$ cat src/rtl/objective.sv
// Training terminus: pairs a forward activation with a target and returns the signed
// error backward, forwarding the activation. Optional MSE loss reporting under LOSS_EN.
module objective #(
  parameter int WIDTH = 8,
  parameter int BATCH = 4
) (
  input  logic               clock,
  input  logic               reset,
  input  logic               train,
  input  logic               input_forward_valid,
  input  logic [WIDTH-1:0]   input_forward_data,
  output logic               input_forward_ready,
  input  logic               input_target_valid,
  input  logic [WIDTH-1:0]   input_target_data,
  output logic               input_target_ready,
  output logic               output_backward_valid,
  output logic [2*WIDTH-1:0] output_backward_data,
  input  logic               output_backward_ready,
  output logic               output_forward_valid,
  output logic [WIDTH-1:0]   output_forward_data,
  input  logic               output_forward_ready
`ifdef LOSS_EN
  ,
  output logic               output_loss_valid,
  output logic [2*WIDTH-1:0] output_loss_data,
  input  logic               output_loss_ready
`endif
);

  typedef enum logic [1:0] {LOAD, COMP, EMIT} state_t;

  state_t             state, state_nxt;
  logic               act_held, tgt_held, mode;
  logic [WIDTH-1:0]   act_q, tgt_q;
  logic               mode_eff, fwd_hs, tgt_hs, emit_done, loss_stall;
  logic signed [2*WIDTH-1:0] err;

  // Before the activation arrives, the live train input decides whether a target is wanted.
  assign mode_eff            = act_held ? mode : train;
  assign input_forward_ready = (state == LOAD) & !act_held;
  assign input_target_ready  = (state == LOAD) & !tgt_held & mode_eff;
  assign fwd_hs              = input_forward_valid & input_forward_ready;
  assign tgt_hs              = input_target_valid & input_target_ready;

  assign err = $signed({{WIDTH{1'b0}}, tgt_q}) - $signed({{WIDTH{1'b0}}, act_q});

  assign emit_done = (!output_forward_valid  | output_forward_ready) &
                     (!output_backward_valid | output_backward_ready);

`ifdef LOSS_EN
  localparam int CW = $clog2(BATCH);

  logic [2*WIDTH+CW-1:0] acc, acc_sum;
  logic [CW-1:0]         cnt;
  logic [WIDTH-1:0]      mag;
  logic [2*WIDTH-1:0]    sq_full, sq;

  // |err| never exceeds 2^WIDTH-1, so squaring the magnitude needs only 2*WIDTH bits.
  assign mag     = WIDTH'(err[2*WIDTH-1] ? -err : err);
  assign sq_full = {{WIDTH{1'b0}}, mag} * {{WIDTH{1'b0}}, mag};
  assign sq      = sq_full >> WIDTH;
  assign acc_sum = acc + (2*WIDTH+CW)'(sq);

  assign loss_stall = mode & (cnt == CW'(BATCH-1)) & output_loss_valid;

  always_ff @(posedge clock or negedge reset) begin
    if (!reset) begin
      acc               <= '0;
      cnt               <= '0;
      output_loss_valid <= 1'b0;
      output_loss_data  <= '0;
    end else begin
      if (output_loss_valid && output_loss_ready) output_loss_valid <= 1'b0;
      if (state == COMP && !loss_stall && mode) begin
        if (cnt == CW'(BATCH-1)) begin
          output_loss_data  <= (2*WIDTH)'(acc_sum >> CW);
          output_loss_valid <= 1'b1;
          acc               <= '0;
          cnt               <= '0;
        end else begin
          acc <= acc_sum;
          cnt <= cnt + 1'b1;
        end
      end
    end
  end
`else
  assign loss_stall = 1'b0;
`endif

  always_comb begin
    state_nxt = state;
    case (state)
      LOAD:    if (act_held && (tgt_held || !mode)) state_nxt = COMP;
      COMP:    if (!loss_stall) state_nxt = EMIT;
      EMIT:    if (emit_done) state_nxt = LOAD;
      default: state_nxt = LOAD;
    endcase
  end

  always_ff @(posedge clock or negedge reset) begin
    if (!reset) begin
      state                 <= LOAD;
      act_held              <= 1'b0;
      tgt_held              <= 1'b0;
      mode                  <= 1'b0;
      act_q                 <= '0;
      tgt_q                 <= '0;
      output_forward_valid  <= 1'b0;
      output_forward_data   <= '0;
      output_backward_valid <= 1'b0;
      output_backward_data  <= '0;
    end else begin
      state <= state_nxt;
      if (fwd_hs) begin
        act_held <= 1'b1;
        act_q    <= input_forward_data;
        mode     <= train;
      end
      if (tgt_hs) begin
        tgt_held <= 1'b1;
        tgt_q    <= input_target_data;
      end
      if (state == COMP && !loss_stall) begin
        output_forward_valid  <= 1'b1;
        output_forward_data   <= act_q;
        output_backward_valid <= mode;
        output_backward_data  <= err;
      end
      if (state == EMIT) begin
        if (output_forward_ready)  output_forward_valid  <= 1'b0;
        if (output_backward_ready) output_backward_valid <= 1'b0;
        // An inference sample leaves any early target in place for the next one.
        if (emit_done) begin
          act_held <= 1'b0;
          if (mode) tgt_held <= 1'b0;
        end
      end
    end
  end

endmodule
$ cat config.mk
export PLATFORM = sky130hd
export DESIGN_NAME = objective
export DESIGN_NICKNAME = d
export VERILOG_FILES = /design/src/rtl/objective.sv
export SDC_FILE = /design/constraint.sdc
export NUM_CORES = 1
export LEC_CHECK = 0
export BUFFER_PORTS_ARGS = -buffer_cell sky130_fd_sc_hd__buf_2
export CORE_UTILIZATION = 52
export DETAILED_ROUTE_END_ITERATION = 10
export GPL_ROUTABILITY_DRIVEN = 1
export PLACE_DENSITY_LB_ADDON = 0.12
export SLEW_MARGIN = 20
export SYNTH_ARGS = -nofsm -noshare
export SYNTH_HDL_FRONTEND = slang
export SYNTH_SLANG_ARGS = --single-unit
$ cat constraint.sdc
create_clock -name clock -period 2.3 [get_ports clock]
set_input_delay 0 -clock clock [delete_from_list [all_inputs] [get_ports clock]]
set_output_delay 0 -clock clock [all_outputs]
set_load 0.02 [all_outputs]
======== Word-level counts from Yosys, hierarchy flattened ========
Index checks and enable logic that the tools add are counted.
word-level totals
  bits in registers ....................... 47
  logic and storage cells ................. 49
operators by class
  $add $sub $neg .......................... 1
  equal/unequal tests ..................... 4
  mux-type cells .......................... 17
  bitwise logic cells ..................... 8
  reductions and logical operators ........ 9
operator list
  kind                                                                      number
  1-bit two-way mux                                                         14
  8-bit by 8-bit subtractor with 9-bit output                               1
  1-bit bitwise AND                                                         6
  2-bit case mux with 3 select lines                                        1
  1-bit logical NOT                                                         5
  2-bit two-way mux                                                         2
  2-bit by 1-bit == test with 1-bit output (second input constant)          1
  2-bit == test (second input constant)                                     1
  2-bit logical NOT                                                         1
  2-bit by 1-bit inequality test with 1-bit output (second input constant)  1
  2-bit inequality test (second input constant)                             1
  1-bit bitwise OR                                                          2
  2-bit AND reduction                                                       1
  1-bit logical AND                                                         1
  1-bit logical OR                                                          1

======== Depth between registers and ports, before layout ========
  depth after elaboration ................. 8
  gate-level depth with buffers ........... 8
  mapped depth without buffers ............ 7

======== Worst setup path after synthesis ========
Ideal clock, no wire load.
  path kind ............................... register to register
  start ................................... register state[0]
  end ..................................... register act_q[0]
  library setup time ...................... 0.125 ns
  data arrival time ....................... 1.682 ns
  data required time ...................... 2.175 ns
  path slack .............................. 0.493 ns
  stages on the path, launching flop included .. 6
  buffers on the path ..................... 2
  cells stage by stage .................... dfrtp_1 buf_4 nor3_1 and2_1 buf_4 mux2_2
on the way
  longest elaborated chain between the ends .. 3
ends and longest elaborated chain
  element                   line  text
  start: declaration        32    state_t state, state_nxt;
  start signal: assignment  114   state <= state_nxt;
  2-bit logical NOT         40    assign input_forward_ready = (state == LOAD) & !act_held;
  1-bit bitwise AND         40
  net input_forward_ready   12    output logic input_forward_ready,
  1-bit bitwise AND         42    assign fwd_hs = input_forward_valid & input_forward_ready;
  end signal: assignment    117   act_q <= input_forward_data;
  end: declaration          34    logic [WIDTH-1:0] act_q, tgt_q;
The timed path passes the listed nets, and every way through them passes these cells.
A chain may end at the register's enable or synchronous reset.

======== Worst setup path in the final report ========
  start ................................... register act_q[1]
  end ..................................... register output_backward_data[5]
on the way
  longest elaborated chain between the ends .. 1
ends and longest elaborated chain
  element                                      line  text
  8-bit by 8-bit subtractor with 9-bit output  45    assign err = $signed({{WIDTH{1'b0}}, tgt_q}) - $signed({{WIDTH{1'b0}}, act_q});
  end signal: assignment                       128   output_backward_data <= err;
  end: declaration                             17    output logic [2*WIDTH-1:0] output_backward_data,
No other way between the ends.

==> results.md <==
- Outcome: finished clean
- Residual overflow from global routing: 0
- Number of synthesized register bits: 40
- Ratio of total power to cell area: 1510 mW/mm^2
- Worst-skew pair later-pin latency: between 200 and 300 ps
- First-pass GRT wire length: roughly 6.9 mm
- Int Pwr: 0.00214 W
- Kind of end point of the critical path: flip-flop
- Number of instances in the synthesized netlist: 192
- Synthesized area divided by synthesized cell count: 10.4 sq um
- Area added between synthesis and finish: 25.3%
- Inst Count DP: 279
- Sequential-to-total area share from yosys stat: 0.502
- Setup_tns: 0 ps
- Antenna violations before repair: 0
- Sw Pwr: between 0.0015 and 0.002 W
- Core Area: 0.00366 sq mm
- Comb pwr share: 0.536
- Post-route DRC violation count: 0
- Number of antenna-violating nets in the routed design: 0
- DIE HEIGHT: 64.0 um
- Unrepaired setup endpoints after global routing: no
- Final Max Slew Viols: 0
- Post-Syn Area: approximately 0.002 sq mm
- TritonCTS clock tree: yes
- Most frequent cells in the layout: sky130_fd_sc_hd__buf_2, sky130_fd_sc_hd__dfrtp_1, sky130_fd_sc_hd__o21ai_0
- Horizontal die dimension: about 64 um
- FILL cells: 304
- First DRT Iteration DRCs: 56
- WL per Instance: between 10 and 15 um
- Crit path max fanout: 5
- Worst Skew: ~5.8 ps
- Kind of start point of the critical path: flip-flop
- Post-synthesis net count: 224
- Gr usage total: 0.221
- Worst endpoint required time: between 2000 and 3000 ps
- Antenna Diode Count: 0
- Wire length reported by the detailed router: a little over 4 mm
- Root buffer cell: sky130_fd_sc_hd__clkbuf_8
- Fraction of layout cells with a size suffix above 1: 0.284
- Period utilization: 0.794
- Part of the total power dissipated in the clock network: 0.127
- Placer's final routability congestion estimate: roughly 0.81
- Worst Hold Depth: 4
- Data arrival time of the worst path: 2050 ps
- Number of vias per cell after detailed routing: approximately 5.2
- CTS clk-pin slew, worst paths: ~70 ps
- Setup violations, final: 0
- Unique cell type count in the Yosys netlist: 38
- Leakage Power: between 1 and 1.5 nW
- Nets: between 200 and 300
- Layout Cells excl Fill: between 300 and 400
- Placed wire-length estimate after detailed placement: 2.93 mm
- Share of power burned in registers: 0.337
- Number of warnings printed during yosys synthesis: 0
- Switch share: 0.435
- Overall die area: between 0.004 and 0.005 sq mm
- First-pass iteration count of the detailed router: 4
- Slew HR: 0.404
- Fmax: between 500 and 600 MHz
- Input/output buffers: 50
- Worst setup slack before clock tree synthesis: ~480 ps
- Most frequent standard cell in the layout excluding fill and tap cells: sky130_fd_sc_hd__buf_2
- Number of cell instances on the worst register-to-register path: 6
- Type of the worst min-delay path: primary input to flip-flop
- Number of buffers on the longest clock path: 2
- Clk sink count: 40
- Detailed-route via count: around 1600
- Number of global-route vias before repair: about 1500
- Pin count of the biggest net entering global routing: around 40
- Final setup slack of the worst path: 473 ps
- Cts bufs inserted: 5
- Number of rows in the core area: 22
- Critical Setup Path Class: flip-flop to flip-flop
- Peak supply drop: approximately 0.00077 V
- Level count of the clock H-tree: 2
- Count of final hold-check violations: 0
- Shortest clock period the worst path allows after layout: between 1500 and 2000 ps
- Max Cap Violations: 0
- Starting utilization of the core area: 0.545
- Worst Max-Slew Pin Slew: about 890 ps
- Number of top-level pins: 51
per-layer routing:
metal | share of wire | vias to the layer above | GRT usage | wire, um
met3 | 0.045 | 6 | 0.0464 | 188
met5 | 0 | - | 0 | 0
met2 | 0.48 | 47 | 0.352 | 1980
met4 | 0.016 | 0 | 0.108 | 67
li1 | - | 793 | - | -
met1 | 0.46 | 747 | 0.285 | 1890
power groups by stage:
stage | Combinational [W] | Clock [W] | Sequential [W]
2_1_floorplan | 0.00139 | 0 | 0.00143
3_3_place_gp | 0.00196 | 0 | 0.00127
3_5_place_dp | 0.00201 | 0 | 0.00129
4_1_cts | 0.00204 | 0.000487 | 0.00128
5_1_grt | 0.00227 | 0.000523 | 0.00132
6_report | 0.00203 | 0.000480 | 0.00128
cell families (layout without fill, tap and decap cells):
| family | count (synthesis) | in the layout | synth area share |
|---|---|---|---|
| compound gates | 46 | 46 | 0.137 |
| buf+inv | 28 | 93 | 0.0771 |
| simple gates | 56 | 56 | 0.152 |
| flops | 40 | 40 | 0.502 |
| mux | 12 | 12 | 0.0671 |
| xor+xnor | 1 | 1 | 0.00439 |
| fa+ha+maj | 9 | 9 | 0.0602 |
flip-flops by register name, indices dropped and copies added (netlist names):
signal,count
output_backward_data,9
act_q,8
output_forward_data,8
tgt_q,8
state,2
act_held,1
mode,1
output_backward_valid,1
output_forward_valid,1
tgt_held,1
through the flow:
| stage | hold slack (ps) | area, sq um | total power, W | utilization |
|---|---|---|---|---|
| after global placement | 155 | 2230 | 0.00323 | 0.609 |
| after global routing | 95.0 | 2500 | 0.00411 | 0.683 |
| after CTS | 56.1 | 2500 | 0.00381 | 0.683 |
| after floorplan | -296 | 2000 | 0.00282 | - |
| after detailed placement | 172 | 2230 | 0.00331 | 0.609 |
| final | 58.7 | 2500 | 0.00379 | 0.683 |
critical path, stage by stage (launching register included):
cell and delay [ps]:
sky130_fd_sc_hd__dfrtp_1 380, sky130_fd_sc_hd__inv_1 80, sky130_fd_sc_hd__ha_1 280, sky130_fd_sc_hd__nor2b_1 150
sky130_fd_sc_hd__o31a_1 290, sky130_fd_sc_hd__or4_1 490, sky130_fd_sc_hd__nand3_1 100
path summary, 6_finish.rpt:
| kind | start | to | slack [ps] |
|---|---|---|---|
| max reg2reg | act_q[1] | output_backward_data[5] | 470 |
| min in group asynchronous | reset | output_backward_data[6] | 360 |
| min reg2reg | output_forward_data[5] | output_forward_data[5] | 480 |
| max | act_q[1] | output_backward_data[5] | 470 |
| min | output_forward_ready | output_forward_valid | 60 |
| max in group asynchronous | reset | act_q[2] | 1370 |
cell usage after synthesis:
master	count	area [sq um]
sky130_fd_sc_hd__nor2_1	6	22.5
sky130_fd_sc_hd__o22ai_1	1	6.26
sky130_fd_sc_hd__xor2_1	1	8.76
sky130_fd_sc_hd__a211oi_1	3	22.5
sky130_fd_sc_hd__nand2_1	19	71.3
sky130_fd_sc_hd__nor4_2	1	12.5
sky130_fd_sc_hd__mux2_2	11	124
sky130_fd_sc_hd__o31ai_1	2	15.0
sky130_fd_sc_hd__buf_6	1	11.3
sky130_fd_sc_hd__fa_1	1	20.0
sky130_fd_sc_hd__nor3_1	5	25.0
sky130_fd_sc_hd__o221ai_1	1	8.76
sky130_fd_sc_hd__nor2b_1	3	18.8
sky130_fd_sc_hd__mux2i_1	1	10.0
sky130_fd_sc_hd__buf_4	10	75.1
sky130_fd_sc_hd__o21ai_0	26	130
sky130_fd_sc_hd__nor4b_1	2	17.5
sky130_fd_sc_hd__buf_2	3	15.0
sky130_fd_sc_hd__o21a_1	3	22.5
sky130_fd_sc_hd__or3b_1	2	17.5
sky130_fd_sc_hd__nor3b_1	4	30.0
sky130_fd_sc_hd__ha_1	8	100
sky130_fd_sc_hd__nor4_1	1	6.26
sky130_fd_sc_hd__a21oi_1	4	20.0
sky130_fd_sc_hd__clkbuf_1	1	3.75
sky130_fd_sc_hd__or4_1	2	15.0
sky130_fd_sc_hd__nand2_2	1	6.26
sky130_fd_sc_hd__nand2b_1	4	25.0
sky130_fd_sc_hd__or3_1	2	12.5
sky130_fd_sc_hd__a22oi_1	2	15.0
sky130_fd_sc_hd__a21o_1	1	7.51
sky130_fd_sc_hd__dfrtp_1	40	1000
sky130_fd_sc_hd__a2111oi_0	1	8.76
sky130_fd_sc_hd__nand3_1	2	10.0
sky130_fd_sc_hd__inv_1	13	48.8
sky130_fd_sc_hd__and2_1	1	6.26
sky130_fd_sc_hd__o31a_1	2	17.5
sky130_fd_sc_hd__or2b_1	1	7.51
cell type report:
class	count	area, sq um	share of cell area
Sequential cell	40	1000	0.400
Multi-Input combinational cell	124	841	0.336
Timing Repair Buffer	72	460	0.184
Clock buffer	8	90.1	0.0360
Tap cell	48	60.1	0.0240
Inverter	13	48.8	0.0195
repair_timing:
action	4_1_cts	5_1_grt
endpoints found under the hold margin	57	0
gates resized for setup	0	0
hold buffers	18	0
buffers inserted	0	0
(Power assumes the default switching activity.)
